**src/rtl/match_readout_sequencer.sv**
```systemverilog
// match_readout_sequencer
//   Control and readout end of the single-grid X-stabilizer decoder.
//   On a go pulse it waits out a settle interval and pulses start_offer.
//   It then lets the grid run for the offer interval and pulses stop_offer.
//   Next it snapshots every node's measurement bit and match value.
//   Finally it scans the snapshot in row-major order and emits one (y, x, match)
//   record on a valid/ready stream for each node whose measurement bit is set.
//
// Ports
//   clk          in   system clock, rising edge
//   reset        in   asynchronous, active-low reset
//   go           in   one-cycle request to run a round; honoured only when idle
//   measurement  in   NODES measurement bits; bit i = node (i / X, i % X)
//   match_value  in   NODES packed match values; slice i at [i*MVW +: MVW]
//   start_offer  out  one-cycle pulse to the grid
//   stop_offer   out  one-cycle pulse to the grid
//   rec_valid    out  record valid
//   rec_ready    in   downstream accepts the record when rec_valid && rec_ready
//   rec_y        out  row of the reporting node
//   rec_x        out  column of the reporting node
//   rec_match    out  snapshot match value of the reporting node
//   busy         out  high whenever the sequencer is not idle
//   done         out  one-cycle pulse at the end of a round
//   rec_count    out  records emitted this round; holds until the next go
module match_readout_sequencer #(
    parameter int GRID_WIDTH_X      = 3,
    parameter int GRID_WIDTH_Y      = 2,
    parameter int CORDINATE_WIDTH   = 2,
    parameter int MATCH_VALUE_WIDTH = 4,
    parameter int SETTLE_CYCLES     = 100,
    parameter int OFFER_CYCLES      = 2500
) (
    input  logic                                                   clk,
    input  logic                                                   reset,
    input  logic                                                   go,
    input  logic [GRID_WIDTH_X*GRID_WIDTH_Y-1:0]                   measurement,
    input  logic [GRID_WIDTH_X*GRID_WIDTH_Y*MATCH_VALUE_WIDTH-1:0] match_value,
    output logic                                                   start_offer,
    output logic                                                   stop_offer,
    output logic                                                   rec_valid,
    input  logic                                                   rec_ready,
    output logic [CORDINATE_WIDTH-1:0]                             rec_y,
    output logic [CORDINATE_WIDTH-1:0]                             rec_x,
    output logic [MATCH_VALUE_WIDTH-1:0]                           rec_match,
    output logic                                                   busy,
    output logic                                                   done,
    output logic [$clog2(GRID_WIDTH_X*GRID_WIDTH_Y+1)-1:0]         rec_count
);

    localparam int NODES   = GRID_WIDTH_X * GRID_WIDTH_Y;
    localparam int IDX_W   = (NODES > 1) ? $clog2(NODES) : 1;
    localparam int CNT_MAX = (SETTLE_CYCLES > OFFER_CYCLES) ? SETTLE_CYCLES : OFFER_CYCLES;
    localparam int CNT_W   = $clog2(CNT_MAX + 1);

    // SETTLE spans SETTLE_CYCLES+1 cycles, so start_offer lands SETTLE_CYCLES+1
    // edges after the edge that accepts go. OFFER spans exactly OFFER_CYCLES
    // cycles, so stop_offer follows start_offer by OFFER_CYCLES+1 edges.
    localparam logic [CNT_W-1:0]           SETTLE_LAST = CNT_W'(SETTLE_CYCLES);
    localparam logic [CNT_W-1:0]           OFFER_LAST  = CNT_W'(OFFER_CYCLES - 1);
    localparam logic [IDX_W-1:0]           IDX_LAST    = IDX_W'(NODES - 1);
    localparam logic [CORDINATE_WIDTH-1:0] COL_LAST    = CORDINATE_WIDTH'(GRID_WIDTH_X - 1);

    typedef enum logic [3:0] {
        S_IDLE,
        S_SETTLE,
        S_START,
        S_OFFER,
        S_STOP,
        S_LATCH,
        S_SCAN,
        S_EMIT,
        S_DONE
    } state_t;

    state_t state;
    state_t state_next;

    logic [CNT_W-1:0]                   cnt;
    logic [IDX_W-1:0]                   idx;
    logic [CORDINATE_WIDTH-1:0]         row;
    logic [CORDINATE_WIDTH-1:0]         col;
    logic [NODES-1:0]                   snap_meas;
    logic [NODES*MATCH_VALUE_WIDTH-1:0] snap_match;

    logic                               cur_bit;
    logic [MATCH_VALUE_WIDTH-1:0]       cur_match;
    logic [IDX_W-1:0]                   idx_inc;
    logic [CORDINATE_WIDTH-1:0]         row_inc;
    logic [CORDINATE_WIDTH-1:0]         col_inc;

    // Current scan node and the position of the node after it. Row and column
    // are stepped alongside the linear index, so no divider is needed.
    always_comb begin
        cur_bit   = snap_meas[idx];
        cur_match = snap_match[idx*MATCH_VALUE_WIDTH +: MATCH_VALUE_WIDTH];
        idx_inc   = idx + 1'b1;
        if (col == COL_LAST) begin
            col_inc = '0;
            row_inc = row + 1'b1;
        end else begin
            col_inc = col + 1'b1;
            row_inc = row;
        end
    end

    // State register
    always_ff @(posedge clk or negedge reset) begin
        if (!reset) begin
            state <= S_IDLE;
        end else begin
            state <= state_next;
        end
    end

    // Next-state logic
    always_comb begin
        state_next = state;
        case (state)
            S_IDLE:   if (go) state_next = S_SETTLE;
            S_SETTLE: if (cnt == SETTLE_LAST) state_next = S_START;
            S_START:  state_next = S_OFFER;
            S_OFFER:  if (cnt == OFFER_LAST) state_next = S_STOP;
            S_STOP:   state_next = S_LATCH;
            S_LATCH:  state_next = S_SCAN;
            S_SCAN: begin
                if (cur_bit) begin
                    state_next = S_EMIT;
                end else if (idx == IDX_LAST) begin
                    state_next = S_DONE;
                end
            end
            S_EMIT: begin
                if (rec_ready) begin
                    state_next = (idx == IDX_LAST) ? S_DONE : S_SCAN;
                end
            end
            S_DONE:   state_next = S_IDLE;
            default:  state_next = S_IDLE;
        endcase
    end

    // Output decode
    always_comb begin
        start_offer = (state == S_START);
        stop_offer  = (state == S_STOP);
        done        = (state == S_DONE);
        busy        = (state != S_IDLE);
    end

    // Counters, snapshot and record registers
    always_ff @(posedge clk or negedge reset) begin
        if (!reset) begin
            cnt        <= '0;
            idx        <= '0;
            row        <= '0;
            col        <= '0;
            snap_meas  <= '0;
            snap_match <= '0;
            rec_valid  <= 1'b0;
            rec_y      <= '0;
            rec_x      <= '0;
            rec_match  <= '0;
            rec_count  <= '0;
        end else begin
            case (state)
                S_IDLE: begin
                    if (go) begin
                        cnt       <= '0;
                        rec_count <= '0;
                    end
                end
                S_SETTLE, S_OFFER: cnt <= cnt + 1'b1;
                S_START:           cnt <= '0;
                S_LATCH: begin
                    // Inputs are captured once here and not looked at again this round.
                    snap_meas  <= measurement;
                    snap_match <= match_value;
                    idx        <= '0;
                    row        <= '0;
                    col        <= '0;
                end
                S_SCAN: begin
                    if (cur_bit) begin
                        rec_y     <= row;
                        rec_x     <= col;
                        rec_match <= cur_match;
                        rec_valid <= 1'b1;
                    end else begin
                        idx <= idx_inc;
                        row <= row_inc;
                        col <= col_inc;
                    end
                end
                S_EMIT: begin
                    if (rec_ready) begin
                        rec_valid <= 1'b0;
                        rec_count <= rec_count + 1'b1;
                        idx       <= idx_inc;
                        row       <= row_inc;
                        col       <= col_inc;
                    end
                end
                default: ;
            endcase
        end
    end

endmodule

```
**config.mk**
```make
export PLATFORM = sky130hd
export DESIGN_NAME = match_readout_sequencer
export DESIGN_NICKNAME = d
export VERILOG_FILES = /design/src/rtl/match_readout_sequencer.sv
export SDC_FILE = /design/constraint.sdc
export NUM_CORES = 1
export LEC_CHECK = 0
export CAP_MARGIN = 5
export CORE_AREA = 2 2 78 80
export CTS_BUF_LIST = sky130_fd_sc_hd__clkbuf_4
export CTS_CLUSTER_SIZE = 40
export DETAILED_ROUTE_END_ITERATION = 8
export DIE_AREA = 0 0 80 82
export PLACE_DENSITY_LB_ADDON = 0.1
export REMOVE_ABC_BUFFERS = 1
export SYNTH_ARGS = -nofsm -noshare
export SYNTH_HDL_FRONTEND = slang
export SYNTH_SLANG_ARGS = --single-unit
export TNS_END_PERCENT = 10
```
**constraint.sdc**
```tcl
create_clock -name clk -period 5 [get_ports clk]
set_input_delay 1 -clock clk [delete_from_list [all_inputs] [get_ports clk]]
set_output_delay 1 -clock clk [all_outputs]
set_load 0.005 [all_outputs]
```
==> flow_summary.ini <==
[logic_synthesis]
synth-seq-cells = 65
synth-edff-count = 0
ys_seq_area_share_pct = 49.2
yosys.area_share.simple_pct = 16.3
muxShareOfSynthArea_pct = 19.0
async_flop_share_pct = 100
syn_area_mm2 = 0.00331
synth_cell_types = 48
yosysTopAreaCell = dfrtp_1
yosys_warnings = 0
synth-xor-area-share_pct = 1.32
synthAdderAreaFrac_pct = 1.89
synthFlopType = dfrtp_1
syn_inst = 299
synth.avg_cell_area_um2 = 11.1
yosysTopAreaCellShare_pct = 49.2
yosys-top-cells-area = dfrtp_1 49%, mux2_2 13%, nor2_1 2.8%, mux2i_1 2.7%, mux4_2 2.7%
synth_top_family_by_area = multiplexers
synth_compound_area_share_pct = 8.66

[critical_path]
crit_fanout = 13
startpoint_type = flop
endpoint_kind = output pin
critical_path_class = reg -> out
r2r_slack_ns = 2.03
arrival_ns = 2.22
worst_ep_required_time_ns = 4.00

[final_layout]
drive_above_1_share_pct = 20.0
nNetsFinal = 384
area_growth_pct = 20.2
diodes = 0
stdcell_count = 425
fin_util_pct = 69.2

[global_route]
antenna_found_initial = 0
grtUsageTotal_pct = 22.2
grt_pass1_wl_um = 11100
grt_start_max_net_pins = 44
globalRouteOverflowTotal = 0
first_global_vias = 2394

[clocking]
clkSlewWorstSetupHoldPaths_ns = 0.11
cts_resized = 0
ctsHoldBuffers = 0
cts_setup_buffers = 0
cts-htree-levels = 3
cts_root_buf = clkbuf_4
numCtsBuffers = 9
cts.sinks = 65
clock_latency_ns = 0.40
cts_buffer_depth = 2
tritoncts = yes

[job]
drv_cap = 0

[sta]
setup_tns_ns = 0
fmax_ghz = 0.311
tightest_slew_ns = 0.988
fin_crit_ns = 3.22
worst_slack_ns = 1.78
final.period_utilization_pct = 64.4
rsz0062_at_grt = false
max_slew_margin_pct = 34.1
drv_slew = 0
fin_skew_ns = 0.0109
finalSetupViolations = 0
hold_viol = 0

[pwr]
clock_power_share_pct = 18.1
ir_worst_vdd_mv = 0.296
p_per_area_mw_per_mm2 = 548
p_int_w = 0.00141
switching_share_pct = 35.1
p_switching_w = 0.000764
p_total_w = 0.00218
p_comb_share_pct = 38.8
power_frac_seq_pct = 43.1
leakage_nw = 1.69

[hold_path]
min_path_type = reg -> reg

[floorplan]
chipWidth_um = 80
fp-row-count = 28
die_area_mm2 = 0.00656
die_h_um = 82
initial_core_util_pct = 57.6
core_area_mm2 = 0.00575
io_pins = 50

[place]
place_congestion = 0.838
pre_cts_ws_ns = 2.03
placed_cells = 409
hpwl_um = 4500
portBuffers = 49

[drt]
drtIter0Drc = 100
vias_per_cell = 5.71
drc = 0
postRouteWirelength_um = 6620
antenna_left = 0
vias = 2425
wl_per_cell_um = 15.6
dr.pass1.iters = 4

[outcome]
outcome = complete, no violations
-- final timing paths --
path | cells after the start | endpoint | from
min in group asynchronous | 1 | cnt[8] | reset
max in group asynchronous | 2 | snap_meas[1] | reset
setup / recovery | 3 | stop_offer | state[2]
setup reg to reg | 5 | col[0] | idx[0]
hold / removal | 1 | row[1] | row[1]
hold reg to reg | 1 | row[1] | row[1]
-- worst max-delay path, stage by stage (launching register included) --
cell and delay [ns]:
dfrtp_1 0.58, nand2b_1 0.31, nor3_1 0.34, clkdlybuf4s50_1 0.58
-- layer usage --
| layer | GRT usage, % | share of wire (%) |
|---|---|---|
| met1 | 27.8 | 45 |
| met4 | 10.3 | 1.7 |
| met2 | 37.3 | 49 |
| met5 | 0 | 0 |
| met3 | 4.73 | 4.2 |
-- state kept, by name, indices dropped and copies added, names as in the netlist --
name and flops:
snap_match 24, col 2, rec_count 3, snap_meas 6
rec_valid 1, idx 3, state 4, row 2
rec_match 4, rec_y 2, cnt 12, rec_x 2
-- logic make-up after synthesis --
kind of cell	count (synthesis)
AO/OA/AOI/OAI	44
XOR/XNOR	5
adder cells (fa/ha/maj)	5
buffers and inverters	25
flip-flops	65
multiplexers	52
AND/OR/NAND/NOR	103
-- through the flow --
stage               instance area [um^2]  hold slack (ns)
floorplan                           3220            0.438
global route                        3970            0.514
CTS                                 3970            0.485
detailed placement                  3820            0.472
finish                              3970            0.481
global placement                    3820            0.463
-- cell type report --
cell class	instances	area [um^2]
inverter	9	33.8
tap	75	93.8
multi-input combinational	209	1560
timing repair buffer	51	500
clock inverter	6	82.6
sequential	65	1630
fill	473	1770
clock buffer	10	75.1
-- placed cells by master (no fill, tap or decap), types with 2 or more instances in the layout --
cell              n
o41ai_1           2
nand3_1          10
a31oi_1           2
clkdlybuf4s50_1  48
xnor2_1           2
a41oi_1           2
and2_1            3
clkbuf_4         10
nand2_1          20
o32ai_1           2
buf_4             2
or4b_2            2
nand4_1           2
bufinv_16         2
ha_1              5
nor4b_1           2
and3_1            3
o21ai_0          17
nor2_1           24
inv_1             9
a22o_1            3
mux2i_1           9
nand2b_1          8
mux4_2            4
mux2_2           37
nor4_1            3
mux2_4            2
dfrtp_1          65
nor3_1           14
nor2b_1           3
a21oi_1           7
xor2_1            3
clkinv_2          3
o31ai_1           2
-- cells in the mapped netlist (all sizes together) (5+ instances only) --
cell type and count:
nor3 15, nand3 10, a21oi 7, nand2 21, mux2 39, mux2i 9, nor2 25, nand2b 8
o21ai 18, dfrtp 65, inv 9, clkbuf 8, ha 5, buf 8
-- power groups by stage --
| stage | registers [W] | logic [W] | clock network, W |
|---|---|---|---|
| 2_1_floorplan | 0.000891 | 0.000605 | 0 |
| 3_3_place_gp | 0.000942 | 0.000820 | 0 |
| 3_5_place_dp | 0.000951 | 0.000840 | 0 |
| 4_1_cts | 0.000940 | 0.000853 | 0.000401 |
| 5_1_grt | 0.000976 | 0.000940 | 0.000421 |
| 6_report | 0.000939 | 0.000844 | 0.000394 |
Note: power is estimated with default switching activity, not from simulation.
